File: src/rtl/key_debounce_fsm.sv
`timescale 1ns/1ps
`default_nettype none
// ============================================================================
// Module   : key_debounce_fsm
// Purpose  : Debounce receiver for a bouncing, active-low mechanical key.
//            The raw key is synchronised through two flops. A 4-state FSM
//            with a stability counter then accepts press and release edges
//            only after the synchronised key has been stable long enough.
//            Outputs are a debounced level plus one-cycle press, release and
//            long-press pulses.
// Revision : 1.0 - initial release
// ----------------------------------------------------------------------------
// Parameters
//   CNT_MAX     cycles key_sync must be stable before an edge is accepted (>= 2)
//   LONG_MAX    cycles held down before key_long fires (>= 2)
// Ports
//   clk         system clock
//   rst         synchronous active-high reset
//   key_in      raw asynchronous key, 0 = pressed
//   key_state   debounced level, 1 = released, 0 = pressed
//   key_press   one-cycle pulse on an accepted press
//   key_release one-cycle pulse on an accepted release
//   key_long    one-cycle pulse after LONG_MAX cycles held, once per press
// ============================================================================
module key_debounce_fsm #(
    parameter int CNT_MAX  = 1_000_000,
    parameter int LONG_MAX = 50_000_000
) (
    input  logic clk,
    input  logic rst,
    input  logic key_in,
    output logic key_state,
    output logic key_press,
    output logic key_release,
    output logic key_long
);

    localparam int C_CNT_W  = ($clog2(CNT_MAX)  > 0) ? $clog2(CNT_MAX)  : 1;
    localparam int C_LCNT_W = ($clog2(LONG_MAX) > 0) ? $clog2(LONG_MAX) : 1;

    localparam logic [C_CNT_W-1:0]  C_CNT_LAST  = C_CNT_W'(CNT_MAX - 1);
    localparam logic [C_LCNT_W-1:0] C_LCNT_LAST = C_LCNT_W'(LONG_MAX - 1);

    typedef enum logic [1:0] {
        IDLE      = 2'd0,
        FILTER_DN = 2'd1,
        DOWN      = 2'd2,
        FILTER_UP = 2'd3
    } state_t;

    // Synchroniser
    logic r_s0;
    logic r_key_sync;

    // FSM and counters
    state_t              r_state,     w_state;
    logic [C_CNT_W-1:0]  r_cnt,       w_cnt;
    logic [C_LCNT_W-1:0] r_lcnt,      w_lcnt;
    logic                r_long_done, w_long_done;

    // Registered outputs
    logic r_key_state, w_key_state;
    logic r_press,     w_press;
    logic r_release,   w_release;
    logic r_long,      w_long;

    always_ff @(posedge clk) begin
        if (rst) begin
            r_s0        <= 1'b1;
            r_key_sync  <= 1'b1;
            r_state     <= IDLE;
            r_cnt       <= '0;
            r_lcnt      <= '0;
            r_long_done <= 1'b0;
            r_key_state <= 1'b1;
            r_press     <= 1'b0;
            r_release   <= 1'b0;
            r_long      <= 1'b0;
        end else begin
            r_s0        <= key_in;
            r_key_sync  <= r_s0;
            r_state     <= w_state;
            r_cnt       <= w_cnt;
            r_lcnt      <= w_lcnt;
            r_long_done <= w_long_done;
            r_key_state <= w_key_state;
            r_press     <= w_press;
            r_release   <= w_release;
            r_long      <= w_long;
        end
    end

    always_comb begin
        w_state     = r_state;
        w_cnt       = r_cnt;
        w_lcnt      = r_lcnt;
        w_long_done = r_long_done;
        w_key_state = r_key_state;
        w_press     = 1'b0;
        w_release   = 1'b0;
        w_long      = 1'b0;

        // The long-press timer runs while the key is held, including any
        // release bounce, so bounce never stretches the long-press time.
        // It saturates at its last value; r_long_done keeps the pulse single.
        if (r_state == DOWN || r_state == FILTER_UP) begin
            if (r_lcnt == C_LCNT_LAST) begin
                if (!r_long_done) begin
                    w_long      = 1'b1;
                    w_long_done = 1'b1;
                end
            end else begin
                w_lcnt = r_lcnt + 1'b1;
            end
        end

        case (r_state)
            IDLE: begin
                w_key_state = 1'b1;
                if (!r_key_sync) begin
                    w_state = FILTER_DN;
                    w_cnt   = '0;
                end
            end
            FILTER_DN: begin
                if (r_key_sync) begin
                    w_state = IDLE;
                    w_cnt   = '0;
                end else if (r_cnt == C_CNT_LAST) begin
                    w_state     = DOWN;
                    w_press     = 1'b1;
                    w_key_state = 1'b0;
                    w_lcnt      = '0;
                    w_long_done = 1'b0;
                end else begin
                    w_cnt = r_cnt + 1'b1;
                end
            end
            DOWN: begin
                if (r_key_sync) begin
                    w_state = FILTER_UP;
                    w_cnt   = '0;
                end
            end
            FILTER_UP: begin
                if (!r_key_sync) begin
                    w_state = DOWN;
                end else if (r_cnt == C_CNT_LAST) begin
                    w_state     = IDLE;
                    w_release   = 1'b1;
                    w_key_state = 1'b1;
                end else begin
                    w_cnt = r_cnt + 1'b1;
                end
            end
            default: begin
                w_state = IDLE;
            end
        endcase
    end

    assign key_state   = r_key_state;
    assign key_press   = r_press;
    assign key_release = r_release;
    assign key_long    = r_long;

endmodule
`default_nettype wire

File: config.mk
export PLATFORM = sky130hd
export DESIGN_NAME = key_debounce_fsm
export DESIGN_NICKNAME = d
export VERILOG_FILES = /design/src/rtl/key_debounce_fsm.sv
export SDC_FILE = /design/constraint.sdc
export NUM_CORES = 1
export LEC_CHECK = 0
export CAP_MARGIN = 20
export CORE_MARGIN = 3
export CORE_UTILIZATION = 55
export DETAILED_ROUTE_END_ITERATION = 16
export GPL_TIMING_DRIVEN = 1
export PLACE_DENSITY_LB_ADDON = 0.12
export SLEW_MARGIN = 20
export SYNTH_ARGS = -nofsm -noshare
export SYNTH_HDL_FRONTEND = slang
export SYNTH_SLANG_ARGS = --single-unit
export TNS_END_PERCENT = 1
File: constraint.sdc
create_clock -name clk -period 2.5 [get_ports clk]
set_clock_uncertainty 0.15 [all_clocks]
set_input_delay 0.5 -clock clk [delete_from_list [all_inputs] [get_ports clk]]
set_output_delay 0.5 -clock clk [all_outputs]
set_load 0.1 [all_outputs]
* Word level (Yosys, flattened, before mapping) *
Index checks and enable logic that the tools add are counted.

operators by class
  add/subtract/negate cells = 2
  eq/ne operators = 13
  multiplexer cells = 30
  bitwise operators = 5
  reductions and logical operators = 9

operator list
  kind                                                                   number
  26-bit 2-to-1 mux                                                      5
  20-bit 2-to-1 mux                                                      5
  20-bit case mux with 4 select lines                                    1
  26-bit by 1-bit adder with 26-bit output, second input constant        1
  26-bit equality test, second input constant                            1
  20-bit by 1-bit adder with 20-bit output, second input constant        1
  20-bit equality test, second input constant                            1
  2-bit 2-to-1 mux                                                       6
  1-bit 2-to-1 mux                                                       11
  2-bit != test, second input constant                                   5
  3-bit OR reduction                                                     3
  2-bit case mux with 4 select lines                                     1
  1-bit NOT                                                              5
  5-bit AND reduction                                                    1
  2-bit equality test, second input constant                             2
  4-bit AND reduction                                                    1
  3-bit by 2-bit != test with 1-bit output, second input constant        1
  3-bit != test, second input constant                                   1
  1-bit case mux with 3 select lines                                     1
  3-bit AND reduction                                                    1
  3-bit nonzero test                                                     1
  2-bit by 1-bit equality test with 1-bit output, second input constant  1
  2-bit logical NOT                                                      1
  2-bit by 1-bit != test with 1-bit output, second input constant        1
  1-bit logical OR                                                       1

storage, ports and cells
  flip-flop bits (word level) = 55
  bits of input ports = 3
  word-level logic and storage cells = 69

* Depth between registers and ports, before layout *
  depth in word-level cells = 6
  gate-level depth with buffers = 8
  gate-level depth less buffers = 6

* Least setup slack after synthesis *
OpenSTA, ideal clock, no wires.

  kind = reg2reg
  start = register r_lcnt[7]
  end = register r_lcnt[14]
  data arrival time = 1.773 ns
  required time = 2.236 ns
  setup slack = 0.463 ns
  stages on the path, launching flop included = 6
  path buffers = 0
  clock period less this slack = 2.037 ns
  cell sequence = dfxtp_1 or4b_4 or4_4 o211ai_2 xor2_1 nor2_1

on the way
  longest elaborated chain between the ends = 6

RTL lines
  what                                                                                     line      source
  from (decl)                                                                              58        logic [C_LCNT_W-1:0] r_lcnt, w_lcnt;
  from (signal assigned)                                                                   84        r_lcnt <= w_lcnt;
  26-bit by 1-bit adder with 26-bit output / 26-bit equality test (equally long branches)  113, 107
  26-bit 2-to-1 mux (*)                                                                    107       if (r_lcnt == C_LCNT_LAST) begin
  26-bit 2-to-1 mux (*)                                                                    106       if (r_state == DOWN || r_state == FILTER_UP) begin
  26-bit 2-to-1 mux                                                                        129       end else if (r_cnt == C_CNT_LAST) begin
  26-bit 2-to-1 mux                                                                        126       if (r_key_sync) begin
  26-bit 2-to-1 mux (*)                                                                    117       case (r_state)

Every way passes the cells marked *; elsewhere a longest branch is shown, timed or not.
A chain may end at the register's enable or synchronous reset.

==> flow_summary.rst <==
.. list-table::
   :header-rows: 1

   * - Metric
     - Value
   * - Number of inserted diodes
     - 0
   * - Synth Register Bits
     - 55
   * - Max Transition Viols Final
     - 0
   * - Number of buffers added by the clock tree synthesis step
     - 5
   * - Crit end category
     - flop
   * - Lkg Pwr
     - ~0.00098 uW
   * - Avg Vias per Cell
     - around 5.8
   * - Number of warnings issued by yosys
     - 0
   * - Clock insertion delay at the later pin of the skew report
     - around 300 ps
   * - Via count of the first global-routing pass
     - approximately 2k
   * - Post-Route WL
     - between 5 and 6 mm
   * - Number of antenna violations at the first check in global routing
     - 0
   * - Syn-to-layout area delta
     - 9.23%
   * - Chip width
     - roughly 76 um
   * - Count of vias placed by the detailed router
     - ~2.3k
   * - Portion of synthesized cell area occupied by the leading cell type
     - 40.6%
   * - Period Utilization, post-route
     - around 88%
   * - Pin count of the biggest net entering global routing
     - 28
   * - Synth Area in Compound Gates
     - between 10% and 20%
   * - Fraction of final layout cells with drive strength greater than 1
     - approximately 12%
   * - Number of ports placed on the die boundary
     - 7
   * - Antenna violation net count after detailed routing
     - 0
   * - Class of the most critical setup path
     - flop to flop
   * - Remaining Overflow, GRT
     - 0
   * - HPWL reported at the end of detailed placement
     - between 3 and 4 mm
   * - Area of the mapped netlist
     - between 2000 and 3000 um2
   * - Sum of negative setup slack
     - 0 ps
   * - Total Nets Final
     - between 300 and 400
   * - Setup violations, final
     - 0
   * - Filler-free cell count of the finished design
     - 390
   * - Fin area
     - ~3000 um2
   * - Hold bufs inserted after CTS
     - 0
   * - Power density over cell area
     - about 520 nW/um2
   * - Post-synth EDFFs
     - 0
   * - Post-synth net total
     - 320
   * - Average cell area after synthesis
     - approximately 8.6 um2
   * - CTS sink count
     - 55
   * - Actual slew at the worst max-slew pin
     - between 700 and 800 ps
   * - Adder and majority cell fraction of the synthesized area
     - less than 1%
   * - Unrepaired setup endpoints after global routing
     - no
   * - Core Area
     - between 4000 and 5000 um2
   * - Global-route wire length before repair
     - 9.25 mm
   * - Xor and xnor fraction of the mapped netlist area
     - between 10% and 20%
   * - Critical path arrival
     - 2250 ps
   * - Placed Instance Area
     - 2840 um2
   * - Top cells by area, synth
     - dfxtp_1, xor2_1, nor2_1
   * - Count of buffers from port buffering
     - 6
   * - Relative slew margins
     - a little over half
   * - Class of the tightest hold or removal check
     - flop to flop
   * - R2R cell count
     - 5
   * - Initial Util
     - 59.4%
   * - CTS Buffer Depth
     - 2
   * - Synth Flop Type
     - dfxtp_1
   * - Share of async-settable or async-resettable flops after synthesis
     - 0%
   * - Standard-cell rows
     - 24
   * - Worst endpoint required time
     - 2550 ps
   * - Number of DRC violations after detailed routing
     - 0
   * - Weighted congestion at the end of routability-driven global placement
     - between 0.8 and 0.9
   * - Total number of H-tree levels
     - 2
   * - Final critical path time including I/O delays and setup
     - between 2000 and 2500 ps
   * - Kind of launch point of the worst setup path
     - flop
   * - GRT Resource Usage Total
     - 18.8%
   * - Maximum achievable frequency
     - approximately 450 MHz
   * - Final Hold Viols
     - 0
   * - Library cell occupying the most area in the post-synthesis netlist
     - dfxtp_1
   * - Share of the yosys chip area belonging to registers
     - around 41%
   * - Worst vdd ir
     - approximately 0.29 mV
   * - Total power of the final layout
     - approximately 1500 uW
   * - Number of instances in the placed design
     - about 380
   * - Combinational family with the most area after synthesis
     - simple AND/OR/NAND/NOR gates
   * - Status
     - finished clean
   * - Floorplan die height
     - approximately 76 um
   * - Router iterations before antenna repair
     - 4
   * - Detailed Route Iter0 Violations
     - ~150
   * - Post-cts repair resize count
     - 0
   * - Mux contribution to synthesized area
     - 0.784%
   * - Number of setup buffers added after CTS
     - 0
   * - Post-detailed-route wirelength per cell
     - approximately 14 um
   * - Die area
     - roughly 5800 um2
   * - CTS Root Buffer Type
     - clkbuf_8
   * - Count of cell types in the netlist
     - 54
   * - Number of max-capacitance violations reported
     - 0
   * - Clock transition at path regs
     - approximately 100 ps
   * - Cell depth of the worst min-delay path
     - 1
   * - Max Fanout on Critical Path
     - 14
   * - Simple-gate share of the synthesized area
     - 32.2%
   * - Worst hold margin
     - 285 ps
   * - CTS tree
     - built
   * - Number of instances in the synthesized netlist
     - between 300 and 400
flip-flops by register name, summed over array words and instances (netlist names), named ones only:
name / flops
key_long: 1
key_release: 1
key_state: 1
r_state: 1
r_s0: 1
key_press: 1
r_lcnt: 26
r_key_sync: 1
r_long_done: 1
r_cnt: 20
stage by stage:
stage	util [%]	setup slack [ps]
finish	64.9	293
global route	64.9	121
CTS	64.9	319
detailed placement	62.3	354
global placement	62.3	397
floorplan	-	463
final cells by class:
cell class                 count  area (um2)
clock buffer                   6        82.6
clock inverter                 2        35.0
fill                         400        1600
inverter                       8        30.0
multi-input combinational    240        1510
sequential                    55        1100
tap                           65        81.3
timing repair buffer          14         123
where the power goes:
group          switching (uW)  internal, uW
clock                     285           325
combinational            29.9          18.9
sequential               4.53           879
cell usage after synthesis, types with 3 or more instances:
master    count
xnor2_1       8
a211oi_1      3
a21o_1        3
and3_1        4
nand2_1      19
o21ai_0      11
nor3_1        7
and4_1        4
clkbuf_1      5
nand3_1      17
nor2_1       50
nand4_1      19
xor2_1       23
or2_2         5
a21oi_1      11
or3_1         4
nor4_1        5
a31oi_1       8
inv_1         8
dfxtp_1      55
routing by layer:
metal	up-vias	track usage (%)	part of all wire (%)
li1	1144	-	-
met1	1054	27.5	55
met2	49	27.2	41
met3	5	4.14	3.7
met4	0	5.80	0.86
met5	-	0	0
critical path, cell delays in order, from the launching register on:
cell     delay, ps
dfxtp_1        620
nor3b_1        150
or2_1          350
nor4_2         390
nand4_1        150
mux2_2         280
cells by family after synthesis:
| logic type | count (synthesis) |
|---|---|
| compound gates | 48 |
| xor+xnor | 31 |
| fa+ha+maj | 2 |
| buf+inv | 20 |
| flops | 55 |
| mux | 2 |
| simple gates | 157 |
layout by cell type, fill, tap and decap left out, types with 3 or more instances in the layout:
master,netlist,final
a211oi_1,3,3
a21o_1,3,3
a21oi_1,11,11
a31oi_1,8,8
and3_1,4,4
and4_1,4,4
buf_4,2,11
clkbuf_8,0,6
dfxtp_1,55,55
inv_1,8,8
nand2_1,19,19
nand3_1,17,17
nand4_1,19,19
nor2_1,50,50
nor3_1,7,7
nor4_1,5,5
o21ai_0,11,11
or2_2,5,5
or3_1,4,4
xnor2_1,8,8
xor2_1,23,23
path summary, 6_finish.rpt:
path	startpoint	to	slack, ps
worst min-delay path	r_s0$_SDFF_PP1_	r_key_sync$_SDFF_PP1_	280
worst min register to register	r_s0$_SDFF_PP1_	r_key_sync$_SDFF_PP1_	280
worst max-delay path	flop	r_cnt[14]$_SDFFE_PP0P_	290
worst max register to register	flop	r_cnt[14]$_SDFFE_PP0P_	290
Power figures use the tool's default switching activity.
